File: config.mk
export PLATFORM = sky130hd
export DESIGN_NAME = frame_writer
export DESIGN_NICKNAME = d
export VERILOG_FILES = /design/src/rtl/display_pkg.sv /design/src/rtl/frame_addr_gen.sv /design/src/rtl/frame_writer.sv
export SDC_FILE = /design/constraint.sdc
export NUM_CORES = 1
export LEC_CHECK = 0
export CAP_MARGIN = 30
export CORE_UTILIZATION = 51
export DETAILED_ROUTE_END_ITERATION = 8
export PLACE_DENSITY = 0.8
export REMOVE_ABC_BUFFERS = 1
export SYNTH_ARGS = -nofsm -noshare
export SYNTH_HDL_FRONTEND = slang
export SYNTH_SLANG_ARGS = --single-unit
File: constraint.sdc
create_clock -name clk -period 1.8 [get_ports clk]
set_input_delay 0.36 -clock clk [delete_from_list [all_inputs] [get_ports clk]]
set_output_delay 0.36 -clock clk [all_outputs]
set_load 0.01 [all_outputs]
File: src/rtl/display_pkg.sv
// -----------------------------------------------------------------------------
// display_pkg
// Shared definitions for the LED-matrix display path.
//   DEF_COLS / DEF_ROWS / DEF_ADDR_W : default panel geometry and word address
//                                      width (log2(COLS*ROWS/2))
//   pixel_t                          : 24-bit RGB pixel {r, g, b}
//   frame_writer_state_t             : frame_writer FSM encoding
// -----------------------------------------------------------------------------
package display_pkg;

    localparam int DEF_COLS   = 64;
    localparam int DEF_ROWS   = 32;
    localparam int DEF_ADDR_W = 10;

    typedef struct packed {
        logic [7:0] r;
        logic [7:0] g;
        logic [7:0] b;
    } pixel_t;

    typedef enum logic [1:0] {
        ST_IDLE      = 2'd0,
        ST_FILL      = 2'd1,
        ST_WAIT_SWAP = 2'd2
    } frame_writer_state_t;

endpackage

File: src/rtl/frame_addr_gen.sv
// -----------------------------------------------------------------------------
// frame_addr_gen
// Raster row/col counters for frame_writer.
//   clk, rst        : clock, asynchronous active-low reset
//   step            : a pixel is consumed at the presented position this cycle
//   sof             : incoming pixel carries start-of-frame; the presented
//                     position becomes (0,0) and counting restarts from there
//   pos_row/pos_col : position the incoming pixel is written to
//   at_origin       : counters currently sit at (0,0) (sof there is no error)
//   last            : presented position is the final pixel of the frame
// -----------------------------------------------------------------------------
module frame_addr_gen
    import display_pkg::*;
#(
    parameter int COLS  = DEF_COLS,
    parameter int ROWS  = DEF_ROWS,
    parameter int COL_W = $clog2(COLS),
    parameter int ROW_W = $clog2(ROWS)
) (
    input  logic             clk,
    input  logic             rst,
    input  logic             step,
    input  logic             sof,
    output logic [ROW_W-1:0] pos_row,
    output logic [COL_W-1:0] pos_col,
    output logic             at_origin,
    output logic             last
);

    logic [ROW_W-1:0] row_q;
    logic [COL_W-1:0] col_q;
    logic             col_end;

    // sof overrides the running count so the resync pixel lands at (0,0)
    assign pos_row   = sof ? '0 : row_q;
    assign pos_col   = sof ? '0 : col_q;
    assign at_origin = (row_q == '0) && (col_q == '0);
    assign col_end   = (pos_col == COL_W'(COLS - 1));
    assign last      = col_end && (pos_row == ROW_W'(ROWS - 1));

    always_ff @(posedge clk or negedge rst) begin
        if (!rst) begin
            row_q <= '0;
            col_q <= '0;
        end else if (step) begin
            if (col_end) begin
                col_q <= '0;
                row_q <= last ? '0 : pos_row + ROW_W'(1);
            end else begin
                col_q <= pos_col + COL_W'(1);
                row_q <= pos_row;
            end
        end
    end

endmodule

File: src/rtl/frame_writer.sv
// -----------------------------------------------------------------------------
// frame_writer
// Writes a raster-ordered RGB pixel stream into the LED-matrix frame buffer.
// Each 48-bit RAM word pairs a top-half pixel [23:0] with the bottom-half
// pixel [47:24] that is shifted out alongside it; each pixel write uses a
// half enable so the other half of the word is left untouched.
//
// Build option: define FRAME_DOUBLE_BUFFER_EN for two banks with a bank swap
// aligned to the display refresh (disp_vsync). Without it there is a single
// bank, rd_bank and the wr_addr bank bit are 0 and disp_vsync is ignored.
//
// Ports
//   clk, rst    : clock, asynchronous active-low reset
//   s_valid/s_ready/s_data/s_sof : pixel stream, s_sof on first pixel
//   wr_en/wr_addr/wr_data/wr_be  : RAM write port, {bank,row,col} address,
//                                  wr_be 01 = top half, 10 = bottom half
//   disp_vsync  : end-of-refresh pulse from the display controller
//   rd_bank     : bank the display controller scans
//   frame_done  : pulse with the write of the final pixel
//   err_sof     : pulse with the write of a pixel whose s_sof came mid-frame
// -----------------------------------------------------------------------------
module frame_writer
    import display_pkg::*;
#(
    parameter int COLS   = DEF_COLS,
    parameter int ROWS   = DEF_ROWS,
    parameter int ADDR_W = DEF_ADDR_W
) (
    input  logic              clk,
    input  logic              rst,
    input  logic              s_valid,
    output logic              s_ready,
    input  logic [23:0]       s_data,
    input  logic              s_sof,
    output logic              wr_en,
    output logic [ADDR_W:0]   wr_addr,
    output logic [47:0]       wr_data,
    output logic [1:0]        wr_be,
    input  logic              disp_vsync,
    output logic              rd_bank,
    output logic              frame_done,
    output logic              err_sof
);

    localparam int COL_W     = $clog2(COLS);
    localparam int ROW_W     = $clog2(ROWS);
    localparam int HALF_ROWS = ROWS / 2;
    localparam int HROW_W    = $clog2(HALF_ROWS);

    function automatic logic [47:0] pack_word(input pixel_t pix, input logic bottom);
        return bottom ? {pix, 24'd0} : {24'd0, pix};
    endfunction

    function automatic logic [1:0] half_enable(input logic bottom);
        return bottom ? 2'b10 : 2'b01;
    endfunction

    frame_writer_state_t state, next_state;

    logic             accept;
    logic             step;
    logic             wr_req;
    logic             err_req;
    logic             done_req;
    logic             swap;
    logic [ROW_W-1:0] pos_row;
    logic [COL_W-1:0] pos_col;
    logic             at_origin;
    logic             last;
    logic             wr_bank;
    logic             bottom;
    logic [HROW_W-1:0] half_row;

    // Ready depends on state only; held low while in reset
    assign s_ready = rst && (state != ST_WAIT_SWAP);
    assign accept  = s_valid && s_ready;

    frame_addr_gen #(
        .COLS (COLS),
        .ROWS (ROWS)
    ) u_addr_gen (
        .clk       (clk),
        .rst       (rst),
        .step      (step),
        .sof       (s_sof),
        .pos_row   (pos_row),
        .pos_col   (pos_col),
        .at_origin (at_origin),
        .last      (last)
    );

    always_ff @(posedge clk or negedge rst) begin
        if (!rst) begin
            state <= ST_IDLE;
        end else begin
            state <= next_state;
        end
    end

    always_comb begin
        next_state = state;
        step       = 1'b0;
        wr_req     = 1'b0;
        err_req    = 1'b0;
        done_req   = 1'b0;
        swap       = 1'b0;
        case (state)
            ST_IDLE: begin
                // Non-sof pixels are consumed and discarded until a frame starts
                if (accept && s_sof) begin
                    step       = 1'b1;
                    wr_req     = 1'b1;
                    next_state = ST_FILL;
                end
            end
            ST_FILL: begin
                if (accept) begin
                    step    = 1'b1;
                    wr_req  = 1'b1;
                    err_req = s_sof && !at_origin;
                    if (last) begin
                        done_req = 1'b1;
`ifdef FRAME_DOUBLE_BUFFER_EN
                        next_state = ST_WAIT_SWAP;
`else
                        next_state = ST_IDLE;
`endif
                    end
                end
            end
`ifdef FRAME_DOUBLE_BUFFER_EN
            ST_WAIT_SWAP: begin
                if (disp_vsync) begin
                    swap       = 1'b1;
                    next_state = ST_IDLE;
                end
            end
`endif
            default: next_state = ST_IDLE;
        endcase
    end

`ifdef FRAME_DOUBLE_BUFFER_EN
    always_ff @(posedge clk or negedge rst) begin
        if (!rst) begin
            rd_bank <= 1'b0;
        end else if (swap) begin
            rd_bank <= ~rd_bank;
        end
    end
    // Always write the bank the display is not scanning
    assign wr_bank = ~rd_bank;
`else
    logic unused_vsync;
    assign unused_vsync = disp_vsync | swap;
    assign rd_bank      = 1'b0;
    assign wr_bank      = 1'b0;
`endif

    // Bottom-half rows share word addresses with the top half
    assign bottom   = (pos_row >= ROW_W'(HALF_ROWS));
    assign half_row = HROW_W'(bottom ? pos_row - ROW_W'(HALF_ROWS) : pos_row);

    // ---- stage p0: capture accepted pixel and its placement ----
    logic              vld_p0;
    logic              done_p0;
    logic              err_p0;
    pixel_t            pix_p0;
    logic              bottom_p0;
    logic [ADDR_W:0]   addr_p0;

    always_ff @(posedge clk or negedge rst) begin
        if (!rst) begin
            vld_p0  <= 1'b0;
            done_p0 <= 1'b0;
            err_p0  <= 1'b0;
        end else begin
            vld_p0  <= wr_req;
            done_p0 <= done_req;
            err_p0  <= err_req;
        end
    end

    always_ff @(posedge clk) begin
        if (wr_req) begin
            pix_p0    <= pixel_t'(s_data);
            bottom_p0 <= bottom;
            addr_p0   <= {wr_bank, half_row, pos_col};
        end
    end

    // ---- stage p1: pack into the RAM word and drive the write port ----
    always_ff @(posedge clk or negedge rst) begin
        if (!rst) begin
            wr_en      <= 1'b0;
            wr_addr    <= '0;
            wr_data    <= '0;
            wr_be      <= 2'b00;
            frame_done <= 1'b0;
            err_sof    <= 1'b0;
        end else begin
            wr_en      <= vld_p0;
            frame_done <= done_p0;
            err_sof    <= err_p0;
            wr_be      <= vld_p0 ? half_enable(bottom_p0) : 2'b00;
            if (vld_p0) begin
                wr_addr <= addr_p0;
                wr_data <= pack_word(pix_p0, bottom_p0);
            end
        end
    end

endmodule

# Word-level counts from Yosys, hierarchy flattened
# Cells that the tools add are included.
[word_totals]
out_inout_bits = 66
reg_bits = 114
input_bits = 29
wordCells = 60
[classes]
reduce_logical = 11
order_cmp = 1
eq_ne = 7
n_mux = 21
addsub = 3
[ops]
columns = ["cell", "n"]
rows = [
  ["2-to-1 mux 48 bit", 1],
  ["2-to-1 mux 5 bit", 3],
  ["2-to-1 mux 6 bit", 2],
  ["2-to-1 mux 2 bit", 5],
  ["2-to-1 mux 1 bit", 7],
  ["adder 6 x 1 -> 6 bit, second input constant", 1],
  ["== test 6 bit, second input constant", 1],
  ["logical AND 1 bit", 6],
  ["zero test 6 bit", 1],
  ["inequality test 2 bit, second input constant", 3],
  ["adder 5 x 1 -> 5 bit, second input constant", 1],
  ["== test 5 bit, second input constant", 1],
  ["greater-or-equal comparator 5 bit, second input constant", 1],
  ["zero test 5 bit", 1],
  ["2-to-1 mux 4 bit", 1],
  ["one-hot mux 2 bit (2 select lines)", 1],
  ["subtractor 4 x 1 -> 4 bit, second input constant", 1],
  ["AND reduction 3 bit", 1],
  ["== test 2 x 1 -> 1 bit, second input constant", 1],
  ["zero test 2 bit", 1],
  ["inequality test 2 x 1 -> 1 bit, second input constant", 1],
  ["one-hot mux 1 bit (2 select lines)", 1],
  ["zero test 1 bit", 1],
]

# Depth between registers and ports, before layout
[depth]
word_depth = 6
ltp_mapped = 8

# Cells and area by module
# A second synthesis with hierarchy kept.
[hier_totals]
hier_cells = 369
area_unflattened_um2 = 4768.3
[by_module_without_submodules]
columns = ["mod", "area_per_inst_um2", "cells_each", "seq_area_each_um2", "instances"]
rows = [
  ["frame_writer", 3997.6, 286, 2727.6, 1],
  ["frame_addr_gen", 770.7, 83, 275.3, 1],
]

# Least setup slack after synthesis
# OpenSTA, ideal clock, no wires.
[synth_path]
kind = "input-to-reg"
startpoint = "in s_sof"
endpoint = "reg done_p0"
slack_ns = 0.083
t_required_ns = 1.680
cell_stages = 7
arrival_ns = 1.597
setup_ns = 0.120
path_buffers = 2
path_cell_list = "clkbuf_1 > nor2b_1 > ha_1 > and2_2 > and3_1 > buf_6 > and4_1"
[synth_via]
elab_chain_len = 6
[synth_lines]
columns = ["element", "line_no", "rtl"]
rows = [
  ["start: declaration", "frame_writer.sv:34", "input logic s_sof,"],
  ["2-to-1 mux 6 bit", "frame_addr_gen.sv:36", "assign pos_col = sof ? '0 : col_q;"],
  ["via pos_col[1]", "frame_writer.sv:67", "logic [COL_W-1:0] pos_col;"],
  ["== test 6 bit", "frame_addr_gen.sv:38", "assign col_end = (pos_col == COL_W'(COLS - 1));"],
  ["logical AND 1 bit", "frame_addr_gen.sv:39", "assign last = col_end && (pos_row == ROW_W'(ROWS - 1));"],
  ["2-to-1 mux 1 bit", "frame_writer.sv:121", "if (last) begin"],
  ["2-to-1 mux 1 bit", "frame_writer.sv:117", "if (accept) begin"],
  ["2-to-1 mux 1 bit", "frame_writer.sv:107", "case (state)"],
  ["via done_req", "frame_writer.sv:64", "logic done_req;"],
  ["end signal: assignment", "frame_writer.sv:179", "done_p0 <= done_req;"],
  ["end: declaration", "frame_writer.sv:166", "logic done_p0;"],
]
# The timed path passes the listed nets, and every way through them passes these cells.
# A chain may end at the register's enable or synchronous reset.

# Final worst setup path
[layout_path]
startpoint = "reg wr_addr[7]"
endpoint = "out wr_addr[7]"
[layout_lines]
columns = ["element", "line_no", "rtl"]
rows = [
  ["start: declaration", "frame_writer.sv:36", "output logic [ADDR_W:0] wr_addr,"],
  ["start signal: assignment", "frame_writer.sv:207", "wr_addr <= addr_p0;"],
]
# No word-level cell between the ends.

==> out/metrics.csv <==
stage;metric;value;unit
final_layout;nFillCells;503;
sta;postLayoutSetupSlackWorst;56.4;ps
logic_synthesis;synth.area.top_cells;dfrtp_1 44%, edfxtp_1 23%, o21ai_0 6.1%, inv_1 4.2%, nand3b_1 4.0%;
sta;relSlewSlack;49.2;%
setup_path;cpPeakStageDelay;540;ps
cts;cts_buffers;17;
global_routing;track_usage;25.1;%
routing;wl;10800;µm
global_routing;grt_start_max_net_pins;58;
logic_synthesis;synth_top_area_share;43.5;%
setup_path;path_buf_inv;1;
final_layout;multi_input_area;0.00118;mm²
setup_path;slowest_stage;clkdlybuf4s50_1;
logic_synthesis;async_flop_share;69.0;%
global_routing;first_global_vias;3285;
logic_synthesis;ys_warn_count;0;
logic_synthesis;synth_ff_type;dfrtp_1;
sta;hold_ws;98.9;ps
cts;cts_tree;yes;
die;coreArea;0.00838;mm²
logic_synthesis;synth_top_area_cell;dfrtp_1;
die;dieArea;0.00918;mm²
status;status;completed;
sta;finalSetupViolCount;0;
setup_path;cp_num_cells;1;
die;die_x;95.8;µm
routing;wire_per_inst;17.7;µm
power;p_leak;3.29;nW
routing;vias_per_cell;5.44;
setup_path;crit_arrival;1380;ps
die;io_pins;95;
global_routing;overflow;0;
logic_synthesis;synth_edf_count;35;
sta;max_freq;574;MHz
run;max_cap_viol_count;0;
routing;vias;3319;
final_layout;final_util;76.6;%
logic_synthesis;yosys.cell_count.top_type;dfrtp_1;
die;start_util;53.5;%
routing;drt-pass1-iter-count;5;
logic_synthesis;synthDistinctLibCells;44;
setup_path;cp_max_fo;2;
setup_path;crit_path_start_kind;flop;
place;dp_worst_setup_slack;-471;ps
power;peakVddDrop;0.635;mV
setup_path;cp.required;1440;ps
final_layout;seqCellArea;0.00300;mm²
logic_synthesis;syn_inst;379;
sta;period_needed;1740;ps
setup_path;rr_worst_depth;6;
sta;hold_violations;0;
final_layout;finalNetCount;523;
global_routing;grt_pass1_wl;16800;µm
die;rows;33;
sta;finClkSkew;11.3;ps
routing;ant_nets;0;
final_layout;drive_gt1_share;16.2;%
place;hpwl;6450;µm
cts;clk-insertion-delay-late;510;ps
routing;post-route-drc-count;0;
final_layout;final_area;0.00642;mm²
cts;clockRootBuffer;clkbuf_8;
cts;cts.sink_count;113;
cts;max-clock-path-buffers;2;
setup_path;timing.critical_path.cells;clkdlybuf4s50_1;
routing;drtIter0Drc;206;
cts;htree_levels;4;
logic_synthesis;synth_commonest_cells;78 x dfrtp_1, 55 x o21ai_0, 50 x inv_1;
die;die_h;95.8;µm
logic_synthesis;syn_avg_cell_area;11.8;µm²
sta;final_max_slew_viol_count;0;
sta;worst_pin_slew;762;ps
setup_path;critPathTopFamily;buffers and inverters;
logic_synthesis;ys_ff_latch;113;
setup_path;crit_path_end_kind;output port;
setup_path;critPathKind;reg -> out;
place;finalWeightedCongestion;0.882;
place;io_buffers;91;
logic_synthesis;synth_area;0.00449;mm²
final_layout;syn2layout_area_growth;43.0;%
sta;period_share;96.9;%
cts;clk_pin_slew;60;ps
min_path;hold_path.class;in -> async;
power;power_density;1230;mW/mm²
global_routing;antenna_found_initial;0;
place;place_area;0.00564;mm²
final_layout;antenna_cells;0;
logic_synthesis;ys_seq_area_share;66.9;%
==> worst register-to-register path, delay by kind of cell, from the launching register on <==
kind | cells | cell delay [ps]
flip-flops | 1 | 400
AND/OR/NAND/NOR | 3 | 660
adder cells (fa/ha/maj) | 1 | 180
AO/OA/AOI/OAI | 2 | 310
==> kinds of logic (layout without fill, tap and decap cells) <==
group           count (synthesis)  count (layout)  share of synthesized area [%]
other cells                     1               2                         0.0836
mux                            11              11                           2.73
simple gates                  100             100                           12.9
flops                         113             113                           66.9
buf+inv                        77             202                           7.14
fa+ha+maj                       2               2                          0.558
compound gates                 75              75                           9.70
==> metrics by stage <==
step	instances	TNS (ps)	power, mW
global route	610	-11.9	8.25
CTS	610	0	7.99
finish	610	0	7.91
floorplan	354	-24690	3.61
global placement	577	-13490	4.30
detailed placement	577	-15420	4.35
==> state kept, by name (all words and copies together) (netlist names), 2 cells and up <==
name,count
wr_data,48
pix_p0,24
addr_p0,10
wr_addr,10
u_addr_gen.col_q,6
u_addr_gen.row_q,5
wr_be,2
==> where the power goes <==
group          internal, mW  switching [mW]  leakage, nW
clock network          2.46            1.18        0.310
logic                 0.567           0.531         1.64
registers              2.96           0.216         1.34
==> metal layers <==
metal / vias up / track usage [%] / routed length, µm / share of wire (%)
met5: - / 0 / 0 / 0
met4: 0 / 8.83 / 144 / 1.3
met3: 15 / 8.45 / 657 / 6.1
met2: 129 / 40.2 / 5580 / 52
met1: 1648 / 32.0 / 4420 / 41
li1: 1527 / - / - / -
==> layout make-up <==
cell class | instances | share of cell area, %
sequential | 113 | 46.8
timing repair buffer | 119 | 19.7
multi-input combinational | 190 | 18.3
clock buffer | 19 | 6.88
clock inverter | 13 | 3.26
inverter | 51 | 2.98
tap | 105 | 2.05
==> layout by cell type (no fill, tap or decap), types with 2 or more instances in the layout <==
cell type / Yosys / final
buf_12: 0 / 3
conb_1: 1 / 2
a21oi_1: 3 / 3
a41oi_1: 2 / 2
dlymetal6s2s_1: 0 / 46
clkbuf_16: 0 / 16
clkinv_2: 0 / 2
a31oi_1: 2 / 2
edfxtp_1: 35 / 35
o31ai_1: 3 / 3
o211ai_2: 2 / 2
mux2_2: 10 / 10
nor4_1: 4 / 4
nor2b_1: 9 / 9
nor2_1: 6 / 6
buf_4: 4 / 25
dfrtp_1: 78 / 77
nand2_1: 14 / 14
nor3_1: 2 / 2
nand3b_1: 24 / 24
dlygate4sd2_1: 0 / 8
o21ai_0: 55 / 55
clkbuf_8: 0 / 3
and2_1: 2 / 2
clkdlybuf4s50_1: 0 / 36
inv_1: 50 / 50
clkinv_4: 0 / 3
bufinv_16: 0 / 5
nand3_1: 30 / 29
clkinvlp_4: 0 / 3
==> path summary, 6_finish.rpt <==
| check | startpoint | end | slack, ps |
|---|---|---|---|
| worst min-delay path | rst | wr_data[32] | 100 |
| min in group clk | rst | u_addr_gen.col_q[4] | 260 |
| max in group asynchronous | rst | wr_data[2] | 910 |
| worst max-delay path | wr_addr[7] | wr_addr[7] | 60 |
| worst max register to register | u_addr_gen.col_q[1] | u_addr_gen.row_q[3] | 140 |
| worst min register to register | err_p0 | err_sof | 360 |
==> timing repair <==
action	CTS	global route
hold endpoints to repair	21	0
endpoints found under the setup margin	8	49
setup buffers	0	0
pin swaps	0	0
hold buffers	1	0
gates resized for setup	8	49
(Power assumes the default switching activity.)
